--- config.mk ---
export PLATFORM = sky130hd
export DESIGN_NAME = a2_console_fifo
export DESIGN_NICKNAME = d
export VERILOG_FILES = /design/src/rtl/a2con_pkg.sv /design/src/rtl/sync_fifo.sv /design/src/rtl/a2_console_fifo.sv
export SDC_FILE = /design/constraint.sdc
export NUM_CORES = 1
export LEC_CHECK = 0
export BUFFER_PORTS_ARGS = -buffer_cell sky130_fd_sc_hd__buf_2
export CAP_MARGIN = 5
export CORE_MARGIN = 8
export CORE_UTILIZATION = 50
export CTS_BUF_LIST = sky130_fd_sc_hd__clkbuf_16
export CTS_CLUSTER_SIZE = 24
export DETAILED_ROUTE_END_ITERATION = 8
export GPL_TIMING_DRIVEN = 0
export PLACE_DENSITY_LB_ADDON = 0.1
export SETUP_SLACK_MARGIN = 0.4
export SYNTH_ARGS = -nofsm -noshare
export SYNTH_HDL_FRONTEND = slang
export SYNTH_HIERARCHICAL = 1
export SYNTH_SLANG_ARGS = --single-unit
--- constraint.sdc ---
create_clock -name clk -period 8.1 [get_ports clk]
set_input_delay 0 -clock clk [delete_from_list [all_inputs] [get_ports clk]]
set_output_delay 0 -clock clk [all_outputs]
set_load 0.005 [all_outputs]
--- src/rtl/a2con_pkg.sv ---
// a2con_pkg: shared constants for the Apple II console FIFO bridge.
// Holds the Apple slot register offsets, STATUS bit positions, STATUS
// write-clear bit positions, the default FIFO depth and a helper that packs
// the STATUS byte.
package a2con_pkg;

  localparam int A2C_DEPTH_DEF = 16;

  // Apple slot register offsets
  localparam logic [3:0] A2C_STATUS = 4'd0;
  localparam logic [3:0] A2C_RXPUSH = 4'd1;
  localparam logic [3:0] A2C_TXCNT  = 4'd2;
  localparam logic [3:0] A2C_TXPOP  = 4'd3;
  localparam logic [3:0] A2C_RXFREE = 4'd4;

  // STATUS read bit positions
  localparam int ST_TX_NEMPTY = 7;
  localparam int ST_RX_FULL   = 6;
  localparam int ST_TX_OVF    = 5;
  localparam int ST_RX_OVF    = 4;

  // STATUS write: 1 in these bits clears the matching overflow flag
  localparam int CLR_RX_OVF = 0;
  localparam int CLR_TX_OVF = 1;

  function automatic logic [7:0] a2c_status(input logic tx_nempty, input logic rx_full,
                                            input logic tx_ovf, input logic rx_ovf);
    logic [7:0] v;
    v = 8'h00;
    v[ST_TX_NEMPTY] = tx_nempty;
    v[ST_RX_FULL]   = rx_full;
    v[ST_TX_OVF]    = tx_ovf;
    v[ST_RX_OVF]    = rx_ovf;
    return v;
  endfunction

endpackage

--- src/rtl/sync_fifo.sv ---
// sync_fifo: single-clock first-word-fall-through FIFO.
// Ports:
//   clk       rising-edge clock
//   rst       synchronous active-high reset (pointers/count only)
//   flush     synchronous flush, same effect as rst on pointers/count
//   push/din  write request and data
//   pop       read request; dout always shows the current head
//   count     occupancy 0..DEPTH
//   full/empty occupancy flags
//   ovf_pulse push dropped because full with no concurrent pop
// Storage is not reset.
module sync_fifo #(
  parameter int WIDTH = 8,
  parameter int DEPTH = 16,
  localparam int AW = $clog2(DEPTH),
  localparam int CW = AW + 1
) (
  input  logic             clk,
  input  logic             rst,
  input  logic             flush,
  input  logic             push,
  input  logic             pop,
  input  logic [WIDTH-1:0] din,
  output logic [WIDTH-1:0] dout,
  output logic [CW-1:0]    count,
  output logic             full,
  output logic             empty,
  output logic             ovf_pulse
);

  logic [WIDTH-1:0] r_mem [DEPTH];
  logic [AW-1:0]    r_wr_ptr;
  logic [AW-1:0]    r_rd_ptr;
  logic [CW-1:0]    r_count;
  logic             w_do_push;
  logic             w_do_pop;

  // Occupancy flags and the push/pop qualification.
  always_comb begin
    empty     = (r_count == {CW{1'b0}});
    full      = (r_count == CW'(DEPTH));
    // a pop on empty is ignored; a push on full only lands if a pop frees a slot
    w_do_pop  = pop & ~empty;
    w_do_push = push & (~full | w_do_pop);
    ovf_pulse = push & full & ~pop & ~flush;
    dout      = r_mem[r_rd_ptr];
    count     = r_count;
  end

  // Pointers and occupancy; pointers wrap naturally modulo DEPTH.
  always_ff @(posedge clk) begin
    if (rst || flush) begin
      r_wr_ptr <= {AW{1'b0}};
      r_rd_ptr <= {AW{1'b0}};
      r_count  <= {CW{1'b0}};
    end else begin
      if (w_do_push) r_wr_ptr <= r_wr_ptr + AW'(1);
      if (w_do_pop)  r_rd_ptr <= r_rd_ptr + AW'(1);
      case ({w_do_push, w_do_pop})
        2'b10:   r_count <= r_count + CW'(1);
        2'b01:   r_count <= r_count - CW'(1);
        default: r_count <= r_count;
      endcase
    end
  end

  // Storage write port; a push coinciding with a flush is discarded.
  always_ff @(posedge clk) begin
    if (w_do_push && !flush) r_mem[r_wr_ptr] <= din;
  end

endmodule

--- src/rtl/a2_console_fifo.sv ---
// a2_console_fifo: buffered console bridge between the DCJ11 DLART register
// decode and the Apple II slot registers.
//   TX FIFO: filled by cpu_xwr (XBUF writes), drained by Apple offset-3 reads.
//   RX FIFO: filled by Apple offset-1 writes, drained by cpu_rrd (RBUF reads).
// Ports:
//   clk, rst            clock, synchronous active-high reset
//   cpu_init            RESET-instruction pulse: flush both FIFOs and flags
//   cpu_xwr/cpu_xdata   XBUF write strobe and byte
//   cpu_rrd             RBUF consume strobe
//   cpu_rdata           RX head, or last popped byte when RX is empty
//   cpu_rdone/cpu_xdone RX non-empty / TX not full
//   a2_sel/a2_rw/a2_addr/a2_wdata  Apple DEVSEL level, direction, offset, data
//   a2_rdata            registered Apple read data
module a2_console_fifo
  import a2con_pkg::*;
#(
  parameter int DEPTH = A2C_DEPTH_DEF,
  parameter int CW    = $clog2(DEPTH) + 1
) (
  input  logic       clk,
  input  logic       rst,
  input  logic       cpu_init,
  input  logic       cpu_xwr,
  input  logic [7:0] cpu_xdata,
  input  logic       cpu_rrd,
  output logic [7:0] cpu_rdata,
  output logic       cpu_rdone,
  output logic       cpu_xdone,
  input  logic       a2_sel,
  input  logic       a2_rw,
  input  logic [3:0] a2_addr,
  input  logic [7:0] a2_wdata,
  output logic [7:0] a2_rdata
);

  logic          r_a2_sel_q;
  logic [7:0]    r_a2_rdata;
  logic [7:0]    r_last_rbuf;
  logic          r_tx_ovf;
  logic          r_rx_ovf;

  logic          w_acc, w_rd_acc, w_wr_acc;
  logic          w_tx_pop, w_rx_push, w_rx_pop, w_clr;
  logic [7:0]    w_rd_val;
  logic [7:0]    w_tx_dout, w_rx_dout;
  logic [CW-1:0] w_tx_count, w_rx_count, w_rx_free;
  logic          w_tx_full, w_tx_empty, w_tx_ovf_p;
  logic          w_rx_full, w_rx_empty, w_rx_ovf_p;

  // Apple access strobe: one access per DEVSEL rising edge, decoded by offset.
  always_comb begin
    w_acc     = a2_sel & ~r_a2_sel_q;
    w_rd_acc  = w_acc & a2_rw;
    w_wr_acc  = w_acc & ~a2_rw;
    w_tx_pop  = w_rd_acc & (a2_addr == A2C_TXPOP);
    w_rx_push = w_wr_acc & (a2_addr == A2C_RXPUSH);
    w_clr     = w_wr_acc & (a2_addr == A2C_STATUS);
    w_rx_pop  = cpu_rrd & ~w_rx_empty;
    w_rx_free = CW'(DEPTH) - w_rx_count;
  end

  sync_fifo #(.WIDTH(8), .DEPTH(DEPTH)) u_tx_fifo (
    .clk(clk), .rst(rst), .flush(cpu_init),
    .push(cpu_xwr), .pop(w_tx_pop), .din(cpu_xdata), .dout(w_tx_dout),
    .count(w_tx_count), .full(w_tx_full), .empty(w_tx_empty), .ovf_pulse(w_tx_ovf_p)
  );

  sync_fifo #(.WIDTH(8), .DEPTH(DEPTH)) u_rx_fifo (
    .clk(clk), .rst(rst), .flush(cpu_init),
    .push(w_rx_push), .pop(cpu_rrd), .din(a2_wdata), .dout(w_rx_dout),
    .count(w_rx_count), .full(w_rx_full), .empty(w_rx_empty), .ovf_pulse(w_rx_ovf_p)
  );

  // Apple read mux, evaluated on pre-update state so a concurrent flush
  // still returns what the Apple would have seen.
  always_comb begin
    w_rd_val = 8'h00;
    case (a2_addr)
      A2C_STATUS: w_rd_val = a2c_status(~w_tx_empty, w_rx_full, r_tx_ovf, r_rx_ovf);
      A2C_TXCNT:  w_rd_val = 8'(w_tx_count);
      A2C_TXPOP:  w_rd_val = w_tx_empty ? 8'h00 : w_tx_dout;
      A2C_RXFREE: w_rd_val = 8'(w_rx_free);
      default:    w_rd_val = 8'h00;
    endcase
  end

  // Edge-detect, Apple read register, last popped RBUF byte, overflow flags.
  always_ff @(posedge clk) begin
    if (rst) begin
      r_a2_sel_q  <= 1'b0;
      r_a2_rdata  <= 8'h00;
      r_last_rbuf <= 8'h00;
      r_tx_ovf    <= 1'b0;
      r_rx_ovf    <= 1'b0;
    end else begin
      r_a2_sel_q <= a2_sel;
      if (w_rd_acc) r_a2_rdata <= w_rd_val;
      if (w_rx_pop) r_last_rbuf <= w_rx_dout;
      if (cpu_init) begin
        r_tx_ovf <= 1'b0;
        r_rx_ovf <= 1'b0;
      end else begin
        // a new overflow beats a same-cycle clear so the event is not lost
        if (w_tx_ovf_p)                         r_tx_ovf <= 1'b1;
        else if (w_clr && a2_wdata[CLR_TX_OVF]) r_tx_ovf <= 1'b0;
        if (w_rx_ovf_p)                         r_rx_ovf <= 1'b1;
        else if (w_clr && a2_wdata[CLR_RX_OVF]) r_rx_ovf <= 1'b0;
      end
    end
  end

  // CPU-side status is combinational from registered counts.
  always_comb begin
    cpu_rdata = w_rx_empty ? r_last_rbuf : w_rx_dout;
    cpu_rdone = ~w_rx_empty;
    cpu_xdone = ~w_tx_full;
    a2_rdata  = r_a2_rdata;
  end

endmodule

==> results of run 1 <==
==> power groups by stage <==
stage,combinational (mW),sequential [mW],clock (mW)
finish,0.0951,1.73,1.47
global route,0.104,1.73,1.56
CTS,0.0956,1.73,1.51
detailed placement,0.0855,1.76,0
global placement,0.0812,1.76,0
floorplan,0.0428,1.76,0
==> synthesized netlist by cell type, types with 8 or more instances <==
library cell    n
dfxtp_1        53
and2_1         24
o21ai_0         9
nor3_1         17
mux2_2         10
a21oi_1         9
nor2b_1        10
buf_2          11
o21a_1          8
a22o_1          9
mux4_2         80
nor2_1         45
nand2_1        15
ha_1           15
mux2i_1        18
edfxtp_1      256
inv_1          20
==> layout make-up <==
cell class,count,share of cell area
clock buffer,35,0.0590
inverter,22,0.00557
tap,330,0.0278
clock inverter,24,0.0137
timing repair buffer,72,0.0344
buffer,30,0.0113
multi-input combinational,361,0.258
sequential,309,0.590
==> placed cells by master (no fill, tap or decap), types with 5 or more instances in the layout <==
master / count
nor2b_1: 10
nand2_1: 15
nor4_1: 5
and2_1: 24
buf_6: 5
mux2_2: 10
dfxtp_1: 53
mux2i_1: 18
buf_2: 53
nand2b_1: 7
clkbuf_16: 35
o21a_1: 8
inv_1: 25
a21oi_1: 9
xor2_1: 7
clkinv_1: 7
ha_1: 15
mux4_2: 80
nor2_1: 45
clkbuf_1: 7
nor3_1: 17
nand3_1: 6
o21ai_0: 9
buf_1: 6
dlygate4sd3_1: 30
edfxtp_1: 256
a22o_1: 9
==> worst reg2reg max path, delay by kind of cell, from the launching register on <==
family / cells / cell delay [ps]
DFF: 1 / 310
and+or+nand+nor: 6 / 2800
==> cell families (layout without fill, tap and decap cells) <==
kind of cell	Yosys count	after routing	synth area share
adder cells (fa/ha/maj)	15	15	0.0146
buffers and inverters	52	183	0.0195
XOR/XNOR	11	11	0.00751
AND/OR/NAND/NOR	160	160	0.0713
flip-flops	309	309	0.682
multiplexers	109	109	0.164
AO/OA/AOI/OAI	66	66	0.0410
==> worst paths after layout <==
| check | startpoint | end | slack [ps] | depth (start not counted) |
|---|---|---|---|---|
| worst min-delay path | a2_addr[3] | a2_rdata[6] | 80 | 3 |
| worst max register to register | r_a2_sel_q | u_tx_fifo/r_mem[11][1] | 4630 | 6 |
| worst max-delay path | r_a2_sel_q | u_tx_fifo/r_mem[11][1] | 4630 | 6 |
| worst min register to register | a2_rdata[5] | a2_rdata[5] | 470 | 1 |
==> state kept, by name, indices dropped and copies added, names as in the netlist, named ones only <==
name / cells
a2_rdata: 8
r_a2_sel_q: 1
r_last_rbuf: 8
r_rx_ovf: 1
r_tx_ovf: 1
u_rx_fifo/count: 5
u_rx_fifo/r_mem: 128
u_rx_fifo/r_rd_ptr: 4
u_rx_fifo/r_wr_ptr: 4
u_tx_fifo/count: 5
u_tx_fifo/r_mem: 128
u_tx_fifo/r_rd_ptr: 4
u_tx_fifo/r_wr_ptr: 4
==> per-layer routing <==
layer	vias to the layer above	global-route usage
met3	25	0.0414
li1	3106	-
met1	3608	0.252
met2	195	0.271
met5	-	0
met4	0	0.0399
==> summary.txt, run 1 <==
Hold Crit Class: input pin to register
Post-DRT Antenna Nets: 0
worst rel slew slack: 0.290
final critical-path required period: 3470 ps
final hold violation count: 0
final core utilization: 0.589
Final Max Tran Viols: 0
antenna diode count: 0
fraction of layout cells with a size suffix above 1: 0.263
pwr/cell area: 222 mW/mm^2
Mapped Cells: 722
syn_nets: 764
drt drc: 0
crit path buf inv count: 0
switching fraction of total power: 0.198
gpl congestion: 0.790
worst-skew pair later-pin latency: 510 ps
Comb pwr share: 0.029
first-pass GRT wire length: 41,400 um
PortBufs: 42
area delta synth->final: 15.6%
Worst Path Required: 8250 ps
Die Y: 176 um
Net count, final: 872
maximum clock path buffer count: 3
cell taking the most area after synthesis: edfxtp_1
1st-pass router iterations: 5
Highest Signal Layer: met4
via/cell ratio: 5.86
Clock Power Share: 0.447
remaining global-route overflow: 0
largest net degree at the start of global routing: 18
Seq pwr share: 0.525
final setup fails: 0
synthesized cell area: 0.0128 mm^2
post_cts resized: 0
TNS Setup: 0 ps
Yosys top cell area share: 0.599
LEAKAGE: 4.91 nW
fill count: 1,875
clk slew on worst S/H paths: 60 ps
CTS sink count: 309
WL met3: 1640 um
post-synthesis sequential area ratio: 0.682
design area: 0.0148 mm^2
Synth cell types: 59
post-route setup slack: 4630 ps
Startpoint Class: register
Ports: 45
die area: 0.0311 mm^2
initial core utilization: 0.510
family with the most delay on the worst path: simple AND/OR/NAND/NOR gates
Slowest cell on crit path: nor4_1
Num CTS Buffers: 34
crit path capture type: register
synthesized area per cell: 17.8 um^2
Wirelength per Cell: 23.1 um
worst hold slack: 80.8 ps
Synth area leaders: edfxtp_1, mux4_2, dfxtp_1
crit-path cells: nand3b_4 > nor4_1 > nand2b_1 > nor2_1 > nor4b_1 > and2_1
Placed Area: 0.0135 mm^2
vias in the first global route: 6,895
Max-Cap Viols: 0
Place WS: 4650 ps
DR WL met2: 12,800 um
Worst-Margin Slew: 1060 ps
RSZ-0062 raised after global routing: no
WP data arrival: 3610 ps
asr flop ratio synth: 0
yosys warns: 6
Hold Buf Count CTS: 30
# Post-CTS Setup Buffers: 0
Int Pwr: 2.64 mW
DR iter-0 viols: 574
Vias: 6,934
Storage cell area: 0.00875 mm^2
Tot Pwr: 3.29 mW
Tcrit/Tclk final: 0.428
Setup Skew: 14.9 ps
total track usage: 0.176
Switching Power: 651 uW
Multi-input gate area: 0.00383 mm^2
H-tree Lvls: 2
initial antenna violation count: 0
Die X: 176 um
root buffer cell: clkbuf_16
maximum vdd drop: 0.000204 V
Row Count: 58
dpl hpwl: 18,600 um
Post-synth EDFFs: 256
Worst Setup Path Type: register to register
core area: 0.0252 mm^2
final wirelength: 27,300 um
Post-Place Cells: 1,094
CP Max Fanout: 9
Crit path largest cell delay: 880 ps
status: finished, final reports clean
Main synth FF type: edfxtp_1
CTS tree: yes
M1 wire length: 12,500 um
Yosys reg bits: 309
Max Clk Rate: 289 MHz
Post-Layout Cell Count: 1,183
Power figures use the tool's default switching activity.
==> run 2, diff against run 1 <==
--- a/config.mk
+++ b/config.mk
@@ -5,6 +5,7 @@
 export SDC_FILE = /design/constraint.sdc
 export NUM_CORES = 1
 export LEC_CHECK = 0
+export ABC_AREA = 1
 export BUFFER_PORTS_ARGS = -buffer_cell sky130_fd_sc_hd__buf_2
 export CAP_MARGIN = 5
 export CORE_MARGIN = 8
==> constraint.sdc (replaced) <==
create_clock -name clk -period 2.9 [get_ports clk]
set_input_delay 0 -clock clk [delete_from_list [all_inputs] [get_ports clk]]
set_output_delay 0 -clock clk [all_outputs]
set_load 0.005 [all_outputs]
==> summary.txt, run 2 <==
remaining global-route overflow: 0 (unchanged)
crit path buf inv count: 1 (was 0)
initial core utilization: 0.503 (was 0.510)
worst-skew pair later-pin latency: 510 ps (about the same)
crit path capture type: register (unchanged)
Max Clk Rate: 416 MHz (was 289 MHz)
Tcrit/Tclk final: 0.829 (was 0.428)
Vias: 8,884 (was 6,934)
fraction of layout cells with a size suffix above 1: 0.180 (was 0.263)
dpl hpwl: 22,000 um (was 18,600 um)
design area: 0.0160 mm^2 (was 0.0148 mm^2)
Setup Skew: 26.2 ps (was 14.9 ps)
post-synthesis sequential area ratio: 0.655 (was 0.682)
Num CTS Buffers: 34 (unchanged)
commonest non-fill, non-tap cell in the layout: edfxtp_1 (unchanged)
status: finished, final reports clean (unchanged)
CP Max Fanout: 10 (was 9)
post-route setup slack: 495 ps (was 4630 ps)
final core utilization: 0.601 (was 0.589)
vias in the first global route: 8,758 (was 6,895)
Comb pwr share: 0.046 (was 0.029)
Die X: 179 um (was 176 um)
Crit path top cell by count: nand2_4
Main synth FF type: edfxtp_1 (unchanged)
syn_nets: 1,180 (was 764)
Worst-Margin Slew: 772 ps (was 1060 ps)
via/cell ratio: 5.44 (was 5.86)
switching fraction of total power: 0.208 (was 0.198)
RSZ-0062 raised after global routing: yes (was no)
CTS sink count: 309 (unchanged)
Post-DRT Antenna Nets: 0 (unchanged)
Place WS: -275 ps (was 4650 ps)
first-pass GRT wire length: 49,800 um (was 41,400 um)
maximum clock path buffer count: 3 (unchanged)
top flop regs: u_rx_fifo/r_mem: 128 flops, u_tx_fifo/r_mem: 128 flops (unchanged)
Max-Cap Viols: 0 (unchanged)
Synth area leaders: edfxtp_1, dfxtp_1, mux2i_1 (was edfxtp_1, mux4_2, dfxtp_1)
Clock Power Share: 0.437 (was 0.447)
total track usage: 0.198 (was 0.176)
pwr/cell area: 586 mW/mm^2 (was 222 mW/mm^2)
drt drc: 0 (unchanged)
crit-path cells: inv_1 > nand3_2 > nor2_4 > nand2_4 > nand2_4 > nand2_4 > nor2_1 > nand2_1 > nor2_2 (was nand3b_4 > nor4_1 > nand2b_1 > nor2_1 > nor4b_1 > and2_1)
Seq pwr share: 0.517 (was 0.525)
CTS tree: yes (unchanged)
final critical-path required period: 2400 ps (was 3470 ps)
Mapped Cells: 1,138 (was 722)
die area: 0.0322 mm^2 (was 0.0311 mm^2)
core area: 0.0266 mm^2 (was 0.0252 mm^2)
final hold violation count: 0 (unchanged)
Switching Power: 1.95 mW (was 651 uW)
synthesized area per cell: 11.7 um^2 (was 17.8 um^2)
most frequent cell after synthesis: edfxtp_1 (unchanged)
Worst Setup Path Type: register to register (unchanged)
asr flop ratio synth: 0 (unchanged)
Slowest cell on crit path: nor2_2 (was nor4_1)
1st-pass router iterations: 5 (unchanged)
initial antenna violation count: 0 (unchanged)
LEAKAGE: 5.83 nW (was 4.91 nW)
Row Count: 60 (was 58)
Yosys reg bits: 309 (unchanged)
Placed Area: 0.0140 mm^2 (was 0.0135 mm^2)
root buffer cell: clkbuf_16 (unchanged)
Worst Path Required: 3020 ps (was 8250 ps)
clk slew on worst S/H paths: 60 ps (about the same)
most frequent cells in the layout: edfxtp_1, inv_1, o21ai_0 (was edfxtp_1, mux4_2, buf_2, dfxtp_1, nor2_1)
Int Pwr: 7.41 mW (was 2.64 mW)
Yosys top cell area share: 0.575 (was 0.599)
Ports: 45 (unchanged)
worst rel slew slack: 0.483 (was 0.290)
DR iter-0 viols: 530 (was 574)
cell taking the most area after synthesis: edfxtp_1 (unchanged)
synthesized cell area: 0.0134 mm^2 (was 0.0128 mm^2)
Startpoint Class: register (unchanged)
final setup fails: 0 (unchanged)
PortBufs: 44 (was 42)
Crit path largest cell delay: 470 ps (was 880 ps)
family with the most delay on the worst path: simple AND/OR/NAND/NOR gates (unchanged)
WP data arrival: 2530 ps (was 3610 ps)
Hold Crit Class: input pin to register (unchanged)
antenna diode count: 0 (unchanged)
Die Y: 179 um (was 176 um)
area delta synth->final: 19.6% (was 15.6%)
Synth top cells by count: edfxtp_1, inv_1, o21ai_0, a21oi_1, nand2_1 (was edfxtp_1, mux4_2, dfxtp_1, nor2_1, and2_1)
Net count, final: 1,309 (was 872)
yosys warns: 6 (unchanged)
TNS Setup: 0 ps (unchanged)
Wirelength per Cell: 19.8 um (was 23.1 um)
Synth cell types: 35 (was 59)
H-tree Lvls: 2 (unchanged)
largest net degree at the start of global routing: 18 (unchanged)
Final Max Tran Viols: 0 (unchanged)
maximum vdd drop: 0.000524 V (was 0.000204 V)
final wirelength: 32,300 um (was 27,300 um)
gpl congestion: 0.969 (was 0.790)
Post-synth EDFFs: 256 (unchanged)
==> run 2: cell types whose count changed after synthesis, sizes merged, moves of 16 or more <==
cell / before / now
nand2: 16 / 109
o211ai: 4 / 66
nand3: 6 / 49
inv: 22 / 151
a21oi: 9 / 103
clkbuf: 7 / 23
and2: 24 / 0
o21ai: 15 / 116
mux2i: 18 / 64
mux4: 80 / 0
==> run 2: worst reg2reg max path: cells and delay by family, from the launching register on <==
kind	cells	cell delay, ps
simple gates	8	1650
flops	1	320
buf+inv	1	60
==> run 2: kinds of logic after synthesis <==
| family | after synthesis | synth area share |
|---|---|---|
| xor+xnor | 2 | 0.00131 |
| buf+inv | 201 | 0.0613 |
| mux | 64 | 0.0479 |
| simple gates | 260 | 0.0988 |
| compound gates | 287 | 0.122 |
| fa+ha+maj | 15 | 0.0140 |
| flops | 309 | 0.655 |
==> run 2: area by class of cell <==
type,count,area (um^2)
plain buffers,48,295
clock buffers,35,876
clock inverters,25,184
fillers,2163,10600
inverters,153,584
multi-input cells,628,4070
flip-flops and latches,309,8750
well taps,341,427
repair buffers,93,796
==> run 2: worst paths after layout <==
kind                                      from                    end  slack [ps]  depth (start not counted)
worst max-delay path                r_a2_sel_q  u_tx_fifo/r_mem[4][6]         500                          9
worst min-delay path                a2_addr[0]            a2_rdata[0]          10                          6
worst max register to register      r_a2_sel_q  u_tx_fifo/r_mem[4][6]         500                          9
worst min register to register  r_last_rbuf[2]         r_last_rbuf[2]         450                          2
==> run 2: power groups by stage <==
stage | sequential (mW) | clock [mW] | combinational, mW
floorplan | 4.93 | 0 | 0.208
global placement | 4.93 | 0 | 0.380
detailed placement | 4.93 | 0 | 0.385
CTS | 4.84 | 4.16 | 0.418
global route | 4.84 | 4.34 | 0.474
finish | 4.84 | 4.09 | 0.428
==> run 2: timing repair <==
item | CTS | global route
resized for setup | 42 | 53
setup endpoints to repair | 257 | 201
hold buffers | 24 | 0
pin swaps | 6 | 10
cloned | 0 | 0
buffers inserted | 12 | 11
hold endpoints to repair | 280 | 0
==> run 2: metal layers <==
layer	track usage	vias to the layer above	routed length (um)	share of wire
met2	0.361	213	16700	0.52
met4	0.0714	0	1060	0.033
met5	0	-	0	0
met1	0.236	4279	13300	0.41
li1	-	4325	-	-
met3	0.0244	67	1260	0.039
==> run 2: stage by stage <==
stage | cells | hold WS [ps] | power (mW)
4_1_cts | 1620 | 2.71 | 9.42
3_3_place_gp | 1523 | 240 | 5.31
3_5_place_dp | 1524 | 259 | 5.32
6_report | 1632 | 14.5 | 9.36
5_1_grt | 1632 | 46.7 | 9.65
2_1_floorplan | 1138 | 98.9 | 5.14
==> run 3, diff against run 2 <==
==> constraint.sdc (replaced) <==
create_clock -name clk -period 2.3 [get_ports clk]
set_input_delay 0 -clock clk [delete_from_list [all_inputs] [get_ports clk]]
set_output_delay 0 -clock clk [all_outputs]
set_load 0.005 [all_outputs]
==> summary.txt, run 3 (synthesized netlist as in run 2, its figures left out) <==
status: finished, final reports clean (unchanged)
maximum clock path buffer count: 3 (unchanged)
initial antenna violation count: 0 (unchanged)
via/cell ratio: 5.46 (was 5.44)
most frequent cells in the layout: edfxtp_1, inv_1, a21oi_1 (was edfxtp_1, inv_1, o21ai_0)
area delta synth->final: 29.6% (was 19.6%)
H-tree Lvls: 2 (unchanged)
flop2flop setup slack: 320 ps (was 500 ps)
Hold Crit Class: input pin to register (unchanged)
Die X: 179 um (unchanged)
RSZ-0062 raised after global routing: yes (unchanged)
Post-Layout Cell Count: 1,676 (was 1,632)
Switching Power: 2.54 mW (was 1.95 mW)
initial core utilization: 0.503 (unchanged)
1st-pass router iterations: 5 (unchanged)
Final Max Tran Viols: 0 (unchanged)
Worst Setup Path Type: register to output port (was register to register)
final critical-path required period: 2230 ps
root buffer cell: clkbuf_16 (unchanged)
fill count: 2,055 (was 2,163)
CTS tree: yes (unchanged)
Placed Area: 0.0143 mm^2 (was 0.0140 mm^2)
Seq pwr share: 0.511 (was 0.517)
final setup fails: 0 (unchanged)
clk slew on worst S/H paths: 60 ps (about the same)
DR iter-0 viols: 756 (was 530)
CTS sink count: 309 (unchanged)
Die Y: 179 um (unchanged)
Num CTS Buffers: 34 (unchanged)
CP Max Fanout: 8 (was 10)
HP Start: a2_addr[3] (was a2_addr[0])
Max-Cap Viols: 0 (unchanged)
drt drc: 0 (unchanged)
final core utilization: 0.652 (was 0.601)
Tot Pwr: 11.9 mW (was 9.36 mW)
worst rel slew slack: 0.538 (was 0.483)
core area: 0.0266 mm^2 (unchanged)
Net count, final: 1,353 (was 1,309)
maximum vdd drop: 0.000600 V (was 0.000524 V)
top flop regs: u_rx_fifo/r_mem: 128 flops, u_tx_fifo/r_mem: 128 flops (unchanged)
gpl congestion: 0.933 (was 0.969)
antenna diode count: 0 (unchanged)
worst-skew pair later-pin latency: 510 ps (about the same)
Startpoint Class: register (unchanged)
Post-DRT Antenna Nets: 0 (unchanged)
crit-path cells: buf_6 > buf_12 > buf_12 > a21oi_2 > o21ai_1 > o21ai_1 > o211ai_1 > nand2_1 > nand2_1 > o21ai_0 > buf_2 (was inv_1 > nand3_2 > nor2_4 > nand2_4 > nand2_4 > nand2_4 > nor2_1 > nand2_1 > nor2_2)
Slowest cell on crit path: dfxtp_2 (was nor2_2)
remaining global-route overflow: 0 (unchanged)
final wirelength: 34,200 um (was 32,300 um)
worst hold slack: 27.1 ps (was 14.5 ps)
fraction of layout cells with a size suffix above 1: 0.297 (was 0.180)
Worst Path Required: 2300 ps (was 3020 ps)
Post-Place Cells: 1,523 (was 1,524)
final hold violation count: 0 (unchanged)
total track usage: 0.210 (was 0.198)
design area: 0.0173 mm^2 (was 0.0160 mm^2)
first-pass GRT wire length: 52,600 um (was 49,800 um)
Storage cell area: 0.00877 mm^2 (was 0.00875 mm^2)
WP data arrival: 2230 ps (was 2530 ps)
dpl hpwl: 22,400 um (was 22,000 um)
Wirelength per Cell: 20.4 um (was 19.8 um)
Max Clk Rate: 448 MHz
die area: 0.0322 mm^2 (unchanged)
Crit path largest cell delay: 330 ps (was 470 ps)
vias in the first global route: 9,359 (was 8,758)
commonest non-fill, non-tap cell in the layout: edfxtp_1 (unchanged)
Clock Power Share: 0.437 (about the same)
Comb pwr share: 0.052 (was 0.046)
Int Pwr: 9.41 mW (was 7.41 mW)
largest net degree at the start of global routing: 18 (unchanged)
LEAKAGE: 6.36 nW (was 5.83 nW)
Vias: 9,147 (was 8,884)
Row Count: 60 (unchanged)
Setup Skew: 14.3 ps (was 26.2 ps)
PortBufs: 44 (unchanged)
Worst-Margin Slew: 693 ps (was 772 ps)
crit path capture type: output port (was register)
Ports: 45 (unchanged)
pwr/cell area: 690 mW/mm^2 (was 586 mW/mm^2)
switching fraction of total power: 0.213 (was 0.208)
Tcrit/Tclk final: 0.971
Multi-input gate area: 0.00459 mm^2 (was 0.00407 mm^2)
run 3: changes by cell type in the layout (fill, tap and decap cells not counted), sizes merged:
cell         previous run  this run
clkinv                 12        10
inv                   160       161
clkbuf                 59        60
buf                    93       139
bufinv                  3         2
dlygate4sd3            24        23
run 3: what timing repair did:
action,in CTS,in global routing
buffers inserted,54,14
endpoints found under the setup margin,285,274
hold endpoints to repair,281,0
pin swaps,70,81
hold buffers,23,0
gates resized for setup,154,118
cloned,1,1
run 3: routing by layer:
metal	vias up	wire length, um	GRT usage
met5	-	0	0
met1	4441	14400	0.251
met2	208	17400	0.376
met3	82	999	0.0260
li1	4416	-	-
met4	0	1420	0.0907
run 3: stage by stage:
stage | setup WS (ps) | TNS, ps
global route | -47.9 | -212
floorplan | 254 | 0
global placement | -330 | -9700
finish | 65.7 | 0
CTS | 62.6 | 0
detailed placement | -337 | -12120
run 3: layout make-up:
cell class,count,share of cell area
Inverter,153,0.0342
Tap cell,341,0.0246
Clock inverter,23,0.00852
Buffer,48,0.0236
Timing Repair Buffer,137,0.0847
Clock buffer,37,0.0535
Sequential cell,309,0.506
Multi-Input combinational cell,628,0.265
run 3: power groups by stage:
stage,combinational [mW],clock (mW),sequential [mW]
final,0.616,5.23,6.10
after global routing,0.673,5.52,6.10
after CTS,0.591,5.31,6.10
after detailed placement,0.504,0,6.22
after global placement,0.497,0,6.22
after floorplan,0.277,0,6.22
run 3: final timing paths:
| check | endpoint | cells after the start |
|---|---|---|
| hold / removal | a2_rdata[0] | 6 |
| setup reg to reg | a2_rdata[7] | 12 |
| hold reg to reg | r_last_rbuf[2] | 2 |
| setup / recovery | cpu_rdata[6] | 11 |
run 3: worst max-delay path: cells and delay by family (launching register included):
family / cells / cell delay (ps)
AO/OA/AOI/OAI: 5 / 610
buffers and inverters: 4 / 540
flip-flops: 1 / 330
AND/OR/NAND/NOR: 2 / 250
